==> config.mk <==
export PLATFORM = sky130hd
export DESIGN_NAME = shift_reg_sequencer_flat
export DESIGN_NICKNAME = d
export VERILOG_FILES = /design/src/rtl/shift_reg_sequencer_if.sv /design/src/rtl/shift_reg_sequencer.sv /design/src/flat_wrapper.sv
export SDC_FILE = /design/constraint.sdc
export NUM_CORES = 1
export LEC_CHECK = 0
export ABC_AREA = 0
export BUFFER_PORTS_ARGS = -buffer_cell sky130_fd_sc_hd__buf_2
export CORE_ASPECT_RATIO = 1.1
export CORE_MARGIN = 1
export CORE_UTILIZATION = 51
export CTS_CLUSTER_DIAMETER = 40
export CTS_CLUSTER_SIZE = 8
export DETAILED_ROUTE_END_ITERATION = 12
export PLACE_DENSITY_LB_ADDON = 0.05
export SLEW_MARGIN = 20
export SYNTH_ARGS = -nofsm -noshare
export SYNTH_HDL_FRONTEND = slang
export SYNTH_SLANG_ARGS = --single-unit
==> constraint.sdc <==
create_clock -name CLK -period 4.16 [get_ports CLK]
set_clock_uncertainty 0.15 [all_clocks]
set_input_delay 0.832 -clock CLK [delete_from_list [all_inputs] [get_ports CLK]]
set_output_delay 0.832 -clock CLK [all_outputs]
set_load 0.02 [all_outputs]
==> src/rtl/shift_reg_sequencer_if.sv <==
// shift_reg_sequencer_if: command channel and register control/status bundle for the shift-register sequencer
interface shift_reg_sequencer_if #(
    parameter int WIDTH = 4,
    parameter int CNT_W = 3,
    parameter int CAP_W = 8
);
    logic             cmd_valid;
    logic             cmd_ready;
    logic [1:0]       cmd_op;
    logic             cmd_dir;
    logic [CNT_W-1:0] cmd_count;
    logic [WIDTH-1:0] cmd_data;
    logic             sr_enb;
    logic             sr_dir;
    logic [1:0]       sr_modo;
    logic [WIDTH-1:0] sr_d;
    logic             sr_s_in;
    logic             sr_s_out;
    logic             busy;
    logic             done;
    logic [CAP_W-1:0] cap_data;

    // host side: issues commands and hosts the controlled register
    modport master (
        output cmd_valid, cmd_op, cmd_dir, cmd_count, cmd_data, sr_s_out,
        input  cmd_ready, sr_enb, sr_dir, sr_modo, sr_d, sr_s_in, busy, done, cap_data
    );

    // sequencer side
    modport slave (
        input  cmd_valid, cmd_op, cmd_dir, cmd_count, cmd_data, sr_s_out,
        output cmd_ready, sr_enb, sr_dir, sr_modo, sr_d, sr_s_in, busy, done, cap_data
    );
endinterface

==> src/rtl/shift_reg_sequencer.sv <==
// shift_reg_sequencer: command-driven Moore controller for a 4-bit shifting register; optional abort via SHIFT_SEQ_ABORT_EN
module shift_reg_sequencer #(
    parameter int WIDTH = 4,
    parameter int CNT_W = 3,
    parameter int CAP_W = 8
) (
    input  logic                  CLK,
    input  logic                  RST,
`ifdef SHIFT_SEQ_ABORT_EN
    input  logic                  abort,
    output logic                  aborted,
`endif
    shift_reg_sequencer_if.slave  bus
);
    typedef enum logic [1:0] {IDLE, LOAD, RUN, DONE} state_t;

    state_t           r_state;
    state_t           w_next;
    logic             r_dir;
    logic             r_sin;
    logic [1:0]       r_modo;
    logic [WIDTH-1:0] r_d;
    logic [CNT_W-1:0] r_cnt;
    logic [CAP_W-1:0] r_cap;
    logic             w_acc;
    logic             w_abort;

    assign w_acc = bus.cmd_valid && bus.cmd_ready;

`ifdef SHIFT_SEQ_ABORT_EN
    logic r_aborted;
    assign w_abort = abort && (r_state == RUN || r_state == LOAD);
    assign aborted = r_aborted;
`else
    assign w_abort = 1'b0;
`endif

    // next-state decode; a zero-length shift/rotate completes like a nop
    always_comb begin
        w_next = r_state;
        case (r_state)
            IDLE: w_next = !w_acc ? IDLE
                         : bus.cmd_op == 2'b00 ? LOAD
                         : (bus.cmd_op != 2'b11 && bus.cmd_count != '0) ? RUN : DONE;
            LOAD: w_next = DONE;
            RUN:  w_next = (w_abort || r_cnt == CNT_W'(1)) ? DONE : RUN;
            DONE: w_next = IDLE;
            default: w_next = IDLE;
        endcase
    end

    // state, latched command fields, step counter and serial capture
    always_ff @(posedge CLK) begin
        if (RST) begin
            r_state <= IDLE;
            r_dir   <= 1'b0;
            r_sin   <= 1'b0;
            r_modo  <= 2'b00;
            r_d     <= '0;
            r_cnt   <= '0;
            r_cap   <= '0;
        end else begin
            r_state <= w_next;
            if (w_acc) begin
                r_dir <= bus.cmd_dir;
                r_sin <= bus.cmd_data[0];
                r_cnt <= bus.cmd_count;
                if (bus.cmd_op == 2'b00) begin
                    r_modo <= 2'b10;
                    r_d    <= bus.cmd_data;
                end else if (w_next == RUN) begin
                    r_modo <= {1'b0, bus.cmd_op == 2'b10};
                    r_cap  <= '0;
                end
            end
            if (r_state == RUN) begin
                r_cap <= {r_cap[CAP_W-2:0], bus.sr_s_out};
                r_cnt <= r_cnt - CNT_W'(1);
            end
        end
    end

`ifdef SHIFT_SEQ_ABORT_EN
    // aborted accompanies the done pulse of an aborted command only
    always_ff @(posedge CLK) begin
        if (RST) r_aborted <= 1'b0;
        else     r_aborted <= w_abort;
    end
`endif

    assign bus.cmd_ready = r_state == IDLE && !RST;
    assign bus.sr_enb    = !(r_state == LOAD || r_state == RUN);
    assign bus.sr_dir    = r_dir;
    assign bus.sr_modo   = r_modo;
    assign bus.sr_d      = r_d;
    assign bus.sr_s_in   = r_state == RUN && r_sin;
    assign bus.busy      = r_state != IDLE;
    assign bus.done      = r_state == DONE;
    assign bus.cap_data  = r_cap;
endmodule

==> src/flat_wrapper.sv <==
// flat-port wrapper written by rule: the top's interface ports become plain ports
module shift_reg_sequencer_flat 
#(
    parameter int WIDTH = 4,
    parameter int CNT_W = 3,
    parameter int CAP_W = 8
)
  (CLK, RST, bus_cmd_valid, bus_cmd_op, bus_cmd_dir, bus_cmd_count, bus_cmd_data, bus_sr_s_out, bus_cmd_ready, bus_sr_enb, bus_sr_dir, bus_sr_modo, bus_sr_d, bus_sr_s_in, bus_busy, bus_done, bus_cap_data);
  shift_reg_sequencer_if #(.WIDTH(WIDTH), .CNT_W(CNT_W), .CAP_W(CAP_W)) bus_i ();
  input  logic CLK;
  input  logic RST;
  input wire logic [$bits(bus_i.cmd_valid)-1:0] bus_cmd_valid;
  input wire logic [$bits(bus_i.cmd_op)-1:0] bus_cmd_op;
  input wire logic [$bits(bus_i.cmd_dir)-1:0] bus_cmd_dir;
  input wire logic [$bits(bus_i.cmd_count)-1:0] bus_cmd_count;
  input wire logic [$bits(bus_i.cmd_data)-1:0] bus_cmd_data;
  input wire logic [$bits(bus_i.sr_s_out)-1:0] bus_sr_s_out;
  output wire logic [$bits(bus_i.cmd_ready)-1:0] bus_cmd_ready;
  output wire logic [$bits(bus_i.sr_enb)-1:0] bus_sr_enb;
  output wire logic [$bits(bus_i.sr_dir)-1:0] bus_sr_dir;
  output wire logic [$bits(bus_i.sr_modo)-1:0] bus_sr_modo;
  output wire logic [$bits(bus_i.sr_d)-1:0] bus_sr_d;
  output wire logic [$bits(bus_i.sr_s_in)-1:0] bus_sr_s_in;
  output wire logic [$bits(bus_i.busy)-1:0] bus_busy;
  output wire logic [$bits(bus_i.done)-1:0] bus_done;
  output wire logic [$bits(bus_i.cap_data)-1:0] bus_cap_data;
  assign bus_i.cmd_valid = bus_cmd_valid;
  assign bus_i.cmd_op = bus_cmd_op;
  assign bus_i.cmd_dir = bus_cmd_dir;
  assign bus_i.cmd_count = bus_cmd_count;
  assign bus_i.cmd_data = bus_cmd_data;
  assign bus_i.sr_s_out = bus_sr_s_out;
  assign bus_cmd_ready = bus_i.cmd_ready;
  assign bus_sr_enb = bus_i.sr_enb;
  assign bus_sr_dir = bus_i.sr_dir;
  assign bus_sr_modo = bus_i.sr_modo;
  assign bus_sr_d = bus_i.sr_d;
  assign bus_sr_s_in = bus_i.sr_s_in;
  assign bus_busy = bus_i.busy;
  assign bus_done = bus_i.done;
  assign bus_cap_data = bus_i.cap_data;
  shift_reg_sequencer #(.WIDTH(WIDTH), .CNT_W(CNT_W), .CAP_W(CAP_W)) u_core (.CLK(CLK), .RST(RST), .bus(bus_i));
endmodule
=== Word level (Yosys, flattened, before mapping) ===
Cells that the tools add are included.

* Flip-flop bits (word level): 21
* Word-level logic and storage cells: 46
* Output and inout port bits: 20

* Add/sub/neg operators: 1
* Mux-type cells: 13
* Equal/unequal tests: 8
* Reductions and logical operators: 17

{| class="wikitable"
|+ Operator list
! kind !! count
|-
| 8-bit 2-to-1 mux || 4
|-
| 2-bit == test, second input constant || 4
|-
| 2-bit 2-to-1 mux || 4
|-
| 2-bit case mux with 4 select lines || 1
|-
| 2-bit nonzero test || 4
|-
| 3-bit 2-to-1 mux || 2
|-
| 1-bit logical AND || 4
|-
| 2-bit logical NOT || 2
|-
| 2-bit inequality test, second input constant || 2
|-
| 2-bit AND reduction || 2
|-
| 3-bit by 1-bit == test with 1-bit output, second input constant || 1
|-
| 3-bit AND reduction || 1
|-
| 3-bit nonzero test || 1
|-
| 3-bit by 1-bit subtractor with 3-bit output, second input constant || 1
|-
| 2-bit by 1-bit == test with 1-bit output, second input constant || 1
|-
| 1-bit logical NOT || 2
|-
| 1-bit 2-to-1 mux || 2
|-
| 1-bit logical OR || 1
|}

=== Logic depth before layout (Yosys ltp) ===
* Depth after elaboration: 11
* Mapped depth: 7

=== Least setup slack after synthesis ===
No wires, ideal clock.

* Path type: reg2out
* Start point: reg u_core.r_state[0]
* End point: out bus_sr_s_in
* Slack: 1.805 ns
* Path buffers: 2
* Stages on the path, launching flop included: 6
* Required time: 3.178 ns
* Arrival: 1.373 ns
* Cell sequence: dfxtp_1 -> inv_1 -> ha_1 -> buf_6 -> clkbuf_1 -> and2_1

* Longest elaborated chain between the ends: 2

{| class="wikitable"
|+ RTL lines
! element !! line !! text
|-
| start, declared || shift_reg_sequencer.sv:17 || <nowiki>state_t r_state;</nowiki>
|-
| start signal, assigned || shift_reg_sequencer.sv:63 || <nowiki>r_state <= w_next;</nowiki>
|-
| 2-bit == test || shift_reg_sequencer.sv:96 || <nowiki>assign bus.sr_s_in = r_state == RUN && r_sin;</nowiki>
|-
| 1-bit logical AND || shift_reg_sequencer.sv:96 ||
|-
| end, declared || flat_wrapper.sv:23 || <nowiki>output wire logic [$bits(bus_i.sr_s_in)-1:0] bus_sr_s_in;</nowiki>
|}

No other way between the ends.

=== Final worst setup path ===
Same ends and word-level chain as after synthesis.

==> results.sh <==
export IMPL_startpoint_type="register"
export IMPL_cts_root_buf="clkbuf_4"
export IMPL_drt_wirelength_per_cell_microns=11.5
export IMPL_antenna_cells=0
export IMPL_routabilityCongestion=0.760
export IMPL_finalWorstSetupSlack_ns=1.33
export IMPL_finalCritPeriodShare=0.681
export IMPL_final_common_cell="buf_2"
export IMPL_ir_worst_vdd_uv=256
export IMPL_vias=876
export IMPL_numClockSinks=21
export IMPL_routed_via_density=5.18
export IMPL_ant_nets=0
export IMPL_fp_dieW_microns=44.5
export IMPL_cts_resized=0
export IMPL_hold_viol=0
export IMPL_instances_no_fill=169
export IMPL_antenna_found_initial=0
export IMPL_end_kind="output pin"
export IMPL_syn_nets=130
export IMPL_ys_types=27
export IMPL_p_sw_mw=0.135
export IMPL_cts_max_level=1
export IMPL_post_dp_cell_area_sq_um=1190
export IMPL_drtIter0Drc=14
export IMPL_p_total_mw=0.425
export IMPL_cts_hold_buf=0
export IMPL_ys_ff_latch=21
export IMPL_total_leakage_power_nw=0.538
export IMPL_dp_cells=165
export IMPL_fmax_mhz=353
export IMPL_final_setup_tns_ns=0
export IMPL_routed_wl_microns=1940
export IMPL_criticalPathCategory="register to output pin"
export IMPL_combPwrFrac=0.253
export IMPL_mostFrequentLayoutCells="buf_2 (33), dfxtp_1 (21), nor2_1 (12)"
export IMPL_relSlewSlack=0.457
export IMPL_synth_xor_area_frac=0.00864
export IMPL_hold_path_class="register to register"
export IMPL_synth_compound_area_frac=0.175
export IMPL_synth_mux_area_frac=0.0790
export IMPL_yosys_area_share_simple=0.186
export IMPL_drive_gt1_frac=0.282
export IMPL_grt_pass1_vias=792
export IMPL_fin_area_sq_um=1220
export IMPL_numCtsBuffers=3
export IMPL_dp_slack_ns=1.68
export IMPL_synth_top_family_by_area="simple AND/OR/NAND/NOR gates"
export IMPL_cts_buffer_depth=2
export IMPL_cp_required_ns=3.18
export IMPL_p_per_area_nw_per_um2=350
export IMPL_chipHeight_microns=48.8
export IMPL_cts_tree="built"
export IMPL_initial_utilization=0.556
export IMPL_grt_overflow=0
export IMPL_grt_pass1_wl_microns=3280
export IMPL_area_growth_pct=20.0
export IMPL_status="finished, final reports clean"
export IMPL_ys_warn_count=0
export IMPL_fin_util=0.668
export IMPL_p_int_mw=0.290
export IMPL_synth_area_per_cell_sq_um=9.30
export IMPL_rsz0062_at_grt="false"
export IMPL_fin_crit_ns=2.83
export IMPL_synth_fa_ha_area_frac=0.0864
export IMPL_holdWs_ns=0.310
export IMPL_ys_seq_area_frac=0.415
export IMPL_core_sq_um=1820
export IMPL_p_sw_frac=0.318
export IMPL_io_buffers=33
export IMPL_synth_area_sq_um=1010
export IMPL_insertion_delay_ns=0.30
export IMPL_critical_path_max_fanout=19
export IMPL_setup_viol=0
export IMPL_place_hpwl_microns=1450
export IMPL_core_rowCount=16
export IMPL_fin_nets=164
export IMPL_worstMarginPinSlew_ns=0.814
export IMPL_synth_cells=109
export IMPL_drt_pass1_iterations=5
export IMPL_max_cap_violations=0
export IMPL_ios=34
export IMPL_regToRegSetupSlack_ns=1.71
export IMPL_arrival_ns=1.85
export IMPL_pwr_share_clk=0.233
export IMPL_slew_violations=0
export IMPL_dieArea_sq_um=2170
export IMPL_cts_setup_buffers=0
export IMPL_grt_max_degree=20
export IMPL_sequentialPowerShare=0.513
export IMPL_cts_clk_slew_worst_paths_ns=0.12
export IMPL_drc=0
export IMPL_grtUsageTotal=0.199
synthesized netlist by cell type (all sizes together):
library cell  count  area share
a211oi            5       0.037
ha                7       0.086
nor3              2      0.0099
nor2             12       0.044
nand3             6       0.030
o21bai            1      0.0074
clkbuf            2      0.0074
o21ai             2      0.0099
o211ai            2       0.015
o31ai             2       0.015
and3b             2       0.021
a21oi             6       0.030
dfxtp            21        0.41
a31oi             2       0.012
nand2            11       0.041
and2              1      0.0062
o41ai             1       0.027
inv               7       0.026
nand3b            3       0.022
o32a              1       0.022
buf               2       0.016
xnor2             1      0.0086
nand2b            2       0.012
mux2i             8       0.079
routing by layer:
metal	share of wire	GRT usage
met4	0.0072	0.0758
met3	0.048	0.0336
met1	0.45	0.258
met5	0	0
met2	0.49	0.321
worst max-delay path, stage by stage, from the launching register on:
cell and delay, ns:
dfxtp_1 0.35, inv_1 0.11, ha_1 0.70, and2_1 0.22, buf_2 0.16
power by group through the flow:
| stage | sequential, mW | combinational [mW] | clock [mW] |
|---|---|---|---|
| detailed placement | 0.223 | 0.108 | 0 |
| CTS | 0.218 | 0.108 | 0.103 |
| finish | 0.218 | 0.108 | 0.0993 |
| global placement | 0.222 | 0.106 | 0 |
| global route | 0.220 | 0.119 | 0.114 |
| floorplan | 0.226 | 0.0764 | 0 |
cell type report:
| class | count | area, sq um |
|---|---|---|
| clock buffer | 3 | 22.5 |
| clock inverter | 1 | 5.00 |
| fill | 156 | 606 |
| inverter | 7 | 26.3 |
| multi-input combinational | 77 | 543 |
| sequential | 21 | 420 |
| tap | 27 | 33.8 |
| timing repair buffer | 33 | 165 |
path summary, 6_finish.rpt:
kind                           start                     end  depth (start not counted)
setup / recovery   u_core.r_state[0]             bus_sr_s_in                          4
hold / removal    u_core.bus.sr_d[1]      u_core.bus.sr_d[1]                          2
setup reg to reg   u_core.r_state[0]  u_core.bus.cap_data[1]                          6
hold reg to reg   u_core.bus.sr_d[1]      u_core.bus.sr_d[1]                          2
sequential cells by signal (all words and copies together) (netlist names):
signal               flops
u_core.bus.sr_modo       2
u_core.r_sin             1
u_core.r_state           2
u_core.r_cnt             3
u_core.bus.cap_data      8
u_core.bus.sr_d          4
u_core.bus.sr_dir        1
cells by family after synthesis:
family | count (synthesis)
flops | 21
fa+ha+maj | 7
buf+inv | 11
xor+xnor | 1
simple gates | 39
compound gates | 22
mux | 8
Note: power is estimated with default switching activity, not from simulation.
